--- config.mk ---
export PLATFORM = sky130hd
export DESIGN_NAME = fog_mod_gen_ms
export DESIGN_NICKNAME = d
export VERILOG_FILES = /design/src/rtl/fog_mod_gen_ms.sv
export SDC_FILE = /design/constraint.sdc
export NUM_CORES = 1
export LEC_CHECK = 0
export BUFFER_PORTS_ARGS = -buffer_cell sky130_fd_sc_hd__buf_2
export CAP_MARGIN = 20
export CORE_ASPECT_RATIO = 0.8
export CORE_MARGIN = 2
export CORE_UTILIZATION = 50
export DETAILED_ROUTE_END_ITERATION = 6
export PLACE_DENSITY_LB_ADDON = 0.12
export SLEW_MARGIN = 15
export SYNTH_ARGS = -nofsm -noshare
export SYNTH_HDL_FRONTEND = slang
export SYNTH_SLANG_ARGS = --single-unit
--- constraint.sdc ---
create_clock -name i_clk -period 2.96 [get_ports i_clk]
set_input_delay 0.592 -clock i_clk [delete_from_list [all_inputs] [get_ports i_clk]]
set_output_delay 0.592 -clock i_clk [all_outputs]
set_load 0.05 [all_outputs]
--- src/rtl/fog_mod_gen_ms.sv ---
// FOG phase-modulation generator: 2- or 4-state stepped levels with shadowed settings.
// Latency: a level is visible from the edge that enters its state; no backpressure.
module fog_mod_gen_ms #(
    parameter int OUTPUT_BIT = 32,
    parameter int SETTLE_BIT = 16
) (
    input  logic                         i_clk,
    input  logic                         i_rst_n,
    input  logic                         i_en,
    input  logic                         i_mode,
    input  logic [31:0]                  i_freq_cnt,
    input  logic [SETTLE_BIT-1:0]        i_settle,
    input  logic signed [OUTPUT_BIT-1:0] i_amp_0,
    input  logic signed [OUTPUT_BIT-1:0] i_amp_1,
    input  logic signed [OUTPUT_BIT-1:0] i_amp_2,
    input  logic signed [OUTPUT_BIT-1:0] i_amp_3,
    output logic signed [OUTPUT_BIT-1:0] o_mod_out,
    output logic [1:0]                   o_state,
    output logic                         o_status,
    output logic                         o_stepTrig,
    output logic                         o_sample_valid,
    output logic                         o_period_end
);

    typedef enum logic [2:0] {ST_IDLE, ST_S0, ST_S1, ST_S2, ST_S3} st_t;

    st_t st_q, st_nxt, prev_q;

    logic [31:0]                  dwell_q;
    logic [SETTLE_BIT-1:0]        elapsed_q;
    logic                         mode_sh;
    logic [31:0]                  freq_sh;
    logic [SETTLE_BIT-1:0]        settle_sh;
    logic signed [OUTPUT_BIT-1:0] amp_sh_1, amp_sh_2, amp_sh_3;

    logic signed [OUTPUT_BIT-1:0] lvl_nxt;
    logic [1:0]                   idx_nxt;
    logic                         step;
    logic                         dwell_done;

    assign dwell_done = (dwell_q == '0);

    always_comb begin
        st_nxt = st_q;
        case (st_q)
            ST_IDLE: st_nxt = ST_S0;
            ST_S0:   if (dwell_done) st_nxt = ST_S1;
            ST_S1:   if (dwell_done) st_nxt = mode_sh ? ST_S2 : ST_S0;
            ST_S2:   if (dwell_done) st_nxt = ST_S3;
            ST_S3:   if (dwell_done) st_nxt = ST_S0;
            default: st_nxt = ST_IDLE;
        endcase
        // Disable overrides any transition due on the same edge.
        if (!i_en) st_nxt = ST_IDLE;
    end

    // S0 takes its level straight from the input because shadows load on that same edge.
    always_comb begin
        lvl_nxt = i_amp_0;
        idx_nxt = 2'd0;
        case (st_nxt)
            ST_S1: begin lvl_nxt = amp_sh_1; idx_nxt = 2'd1; end
            ST_S2: begin lvl_nxt = amp_sh_2; idx_nxt = 2'd2; end
            ST_S3: begin lvl_nxt = amp_sh_3; idx_nxt = 2'd3; end
            default: ;
        endcase
    end

    assign step = (st_nxt != st_q) && (st_nxt != ST_IDLE);

    always_ff @(posedge i_clk or negedge i_rst_n) begin
        if (!i_rst_n) begin
            st_q       <= ST_IDLE;
            prev_q     <= ST_IDLE;
            o_mod_out  <= '0;
            o_state    <= 2'd0;
            o_stepTrig <= 1'b0;
            dwell_q    <= '0;
            elapsed_q  <= '0;
            mode_sh    <= 1'b0;
            freq_sh    <= '0;
            settle_sh  <= '0;
            amp_sh_1   <= '0;
            amp_sh_2   <= '0;
            amp_sh_3   <= '0;
        end else begin
            st_q       <= st_nxt;
            prev_q     <= st_q;
            o_stepTrig <= i_en && (st_q != ST_IDLE) && (st_q != prev_q);
            if (st_nxt == ST_IDLE) begin
                o_mod_out <= '0;
                o_state   <= 2'd0;
                dwell_q   <= '0;
                elapsed_q <= '0;
            end else if (step) begin
                o_mod_out <= lvl_nxt;
                o_state   <= idx_nxt;
                elapsed_q <= '0;
                if (st_nxt == ST_S0) begin
                    dwell_q   <= i_freq_cnt;
                    mode_sh   <= i_mode;
                    freq_sh   <= i_freq_cnt;
                    settle_sh <= i_settle;
                    amp_sh_1  <= i_amp_1;
                    amp_sh_2  <= i_amp_2;
                    amp_sh_3  <= i_amp_3;
                end else begin
                    dwell_q <= freq_sh;
                end
            end else begin
                dwell_q <= dwell_q - 32'd1;
                if (elapsed_q != '1) elapsed_q <= elapsed_q + SETTLE_BIT'(1);
            end
        end
    end

    assign o_status       = o_state[0];
    assign o_sample_valid = (st_q != ST_IDLE) && (elapsed_q >= settle_sh);
    assign o_period_end   = dwell_done && ((st_q == ST_S1 && !mode_sh) || st_q == ST_S3);

endmodule

==> impl_metrics.json <==
{
  "synth_cell_types": 57,
  "met3_length_um": 1810,
  "max_freq_mhz": 313,
  "ys_seq_area_share_pct": 51.3,
  "path_cells": "or4_4, nand4b_4, or4_4, nor3_4, buf_6",
  "rows": 49,
  "synth_area_leaders": "dfrtp_1 (51%), mux2_4 (13%), mux2i_1 (3.2%)",
  "timing.final.crit_share_pct": 108,
  "drtAntennaViolNets": 0,
  "multi_input_area_um2": 5500,
  "startpoint_type": "register",
  "skew_ns": 0.0165,
  "drc": 0,
  "avgViaCountPerCell": 5.54,
  "cts_root_buf": "clkbuf_16",
  "drv_cap": 0,
  "r2r_slack_ns": -0.19,
  "critPathKind": "register to primary output",
  "cts_hold_buf": 0,
  "worstPathMaxFanout": 4,
  "clock_latency_ns": 0.51,
  "slew_headroom_pct": 25.0,
  "numPortBuffers": 217,
  "layout_setup_ws_ns": -0.232,
  "fill_cells": 1679,
  "hold_path.class": "input port to asynchronous set/reset pin",
  "post_drt_wl_per_cell_um": 19.5,
  "routed-wl-met2_um": 13400,
  "finalHoldViolations": 0,
  "p_leak_nw": 7.23,
  "die_area_um2": 24100,
  "ys.flop_type": "dfrtp_1",
  "final_nets": 1422,
  "hpwl_um": 17700,
  "gr-total-overflow": 0,
  "syn_area_um2": 11400,
  "max_stage_delay_ns": 0.60,
  "area_delta_synth_final_pct": 34.3,
  "final_max_slew_viol_count": 0,
  "total_power_mw": 8.41,
  "regArea_um2": 5860,
  "fp.dieW_um": 173,
  "numCtsBuffers": 24,
  "synth.largest_area_cell": "dfrtp_1",
  "dr.pass1.iters": 5,
  "top_layer_used": "met5",
  "fp.coreArea_um2": 22400,
  "syn_inst": 936,
  "antenna_found_initial": 5,
  "setup_viol": 159,
  "reg2reg_depth": 13,
  "htree_num_levels": 1,
  "die_h_um": 139,
  "fin_crit_ns": 3.19,
  "synth-seq-cells": 234,
  "synth-async-reset-ratio_pct": 100,
  "r2r-start": "dwell_q[18]$_DFF_PN0_",
  "synth_top_area_share_pct": 51.3,
  "start_util_pct": 50.9,
  "met1_length_um": 14300,
  "synth_warnings": 0,
  "syn_nets": 1134,
  "outcome": "complete, but fails checks",
  "cp.required_ns": 2.37,
  "synth_edf_count": 0,
  "critical_path.most_common_cell": "or4_4",
  "syn-mean-instance-area_um2": 12.2,
  "grt_max_degree": 85,
  "grt_pass1_vias": 8180,
  "cts.sink_count": 234,
  "wirelength_um": 30200,
  "p_per_area_nw_per_um2": 549,
  "grtUsageTotal_pct": 22.6,
  "grt_pass1_wl_um": 44300,
  "worst_pin_slew_ns": 1.12,
  "reg2reg_to": "amp_sh_1[14]$_DFFE_PN0P_",
  "pre_cts_ws_ns": -0.0579,
  "crit_slowest_cell": "or4_4",
  "vias": 8590,
  "arrival_ns": 2.60,
  "hold_ws_ns": 0.0946,
  "io_pins": 218,
  "cts_buffer_depth": 3,
  "clkSlewWorstSetupHoldPaths_ns": 0.06,
  "cts_tree": "done",
  "place.gp.congestion": 0.785,
  "end_kind": "primary output",
  "violations": "setup timing",
  "peakVddDrop_mv": 0.394,
  "rsz0062_at_grt": "yes",
  "setup.worst_path.start": "dwell_q[11]$_DFF_PN0_",
  "drive_gt1_share_pct": 43.7,
  "endpoint": "o_period_end",
  "drt_iter0_markers": 536
}
==> power breakdown <==
part / switching [mW] / internal [mW] / leakage [nW] / total, mW
clock: 1.22 / 1.64 / 0.355 / 2.86
combinational: 0.735 / 0.955 / 3.99 / 1.69
sequential: 0.256 / 3.60 / 2.89 / 3.86
==> critical path, delay by kind of cell (launching register included) <==
| kind | cells | cell delay [ns] |
|---|---|---|
| AND/OR/NAND/NOR | 4 | 1.49 |
| flip-flops | 1 | 0.39 |
| buffers and inverters | 1 | 0.19 |
==> flip-flops by register name (all words and copies together) (netlist names), 2 cells and up <==
register and cells:
settle_sh 16, amp_sh_3 32, amp_sh_2 32, freq_sh 32
o_mod_out 32, prev_q 3, st_q 3, dwell_q 32
o_state 2, amp_sh_1 32, elapsed_q 16
==> stage by stage <==
step / instances / setup TNS, ns / util [%] / area, µm²
after detailed placement: 1441 / -2.90 / 58.5 / 13100
after global routing: 1548 / -25.85 / 68.3 / 15300
after CTS: 1513 / -13.10 / 64.5 / 14500
after floorplan: 936 / 0 / - / 11500
after global placement: 1441 / 0 / 58.5 / 13100
final: 1550 / -14.65 / 68.3 / 15300
==> cell families (layout without fill, tap and decap cells) <==
family	count (synthesis)	count (layout)	synth area share, %
flops	234	234	51.3
compound gates	225	225	12.9
simple gates	175	175	8.02
mux	167	167	19.4
buf+inv	81	384	3.74
xor+xnor	36	36	2.76
fa+ha+maj	18	18	1.97
other cells	0	5	0
==> placed cells by master (no fill, tap or decap), types with 10 or more instances in the layout <==
| master | count |
|---|---|
| a211oi_1 | 27 |
| o21ai_1 | 36 |
| o21ai_0 | 18 |
| xor2_1 | 21 |
| inv_1 | 22 |
| nand2_2 | 10 |
| dfrtp_1 | 234 |
| buf_2 | 214 |
| a21oi_1 | 43 |
| a22oi_1 | 23 |
| clkbuf_16 | 39 |
| mux2_4 | 130 |
| nand2_1 | 26 |
| a22o_1 | 32 |
| buf_12 | 29 |
| xnor2_1 | 15 |
| nor3_1 | 10 |
| buf_4 | 27 |
| buf_6 | 23 |
| mux2i_1 | 30 |
| ha_1 | 18 |
| nor2_1 | 52 |
==> worst min path at each step <==
stage                            startpoint                  endpoint  cells after the start
floorplan                           i_rst_n   amp_sh_1[0]$_DFFE_PN0P_                      0
global placement    freq_sh[13]$_DFFE_PN0P_   freq_sh[13]$_DFFE_PN0P_                      1
detailed placement  freq_sh[10]$_DFFE_PN0P_   freq_sh[10]$_DFFE_PN0P_                      1
CTS                                 i_rst_n  settle_sh[5]$_DFFE_PN0P_                      1
global route                        i_rst_n  settle_sh[5]$_DFFE_PN0P_                      1
finish                              i_rst_n  settle_sh[5]$_DFFE_PN0P_                      1
==> Yosys cell counts (2+ instances only) <==
library cell,n
dfrtp_1,234
mux2_4,100
nor2_1,53
o21ai_0,50
a21oi_1,49
mux2i_1,37
nand2_1,36
a22o_1,32
a22oi_1,32
clkbuf_1,31
a211oi_1,28
inv_1,22
xor2_1,21
ha_1,18
mux2_1,18
xnor2_1,15
buf_6,13
mux2_2,12
o21ai_1,12
nor3_1,11
or4_1,11
nand3_1,9
nor4_1,9
buf_2,8
or3_1,8
nor2b_1,7
nand2b_1,6
o22ai_1,6
buf_4,4
a21o_1,3
and2_1,3
and4_1,3
buf_1,3
nand4_1,3
nor3b_1,3
nand3b_1,2
o21bai_1,2
o31ai_1,2
or2_2,2
==> layer usage <==
metal,GRT usage (%),vias to the layer above
li1,-,4004
met1,33.5,4275
met2,33.7,256
met3,4.71,53
met4,5.98,2
met5,0,-
==> timing repair <==
item | in CTS | in global routing
buffers inserted | 24 | 21
cloned | 7 | 20
resized for setup | 56 | 122
setup endpoints to repair | 93 | 197
pin swaps | 5 | 10
==> area by class of cell <==
class | instances | share of cell area, %
Sequential cell | 234 | 38.2
Multi-Input combinational cell | 621 | 35.9
Timing Repair Buffer | 321 | 18.0
Clock buffer | 38 | 4.66
Tap cell | 306 | 2.50
Inverter | 22 | 0.539
Clock inverter | 3 | 0.114
Antenna cell | 5 | 0.0816
Power figures use the tool's default switching activity.
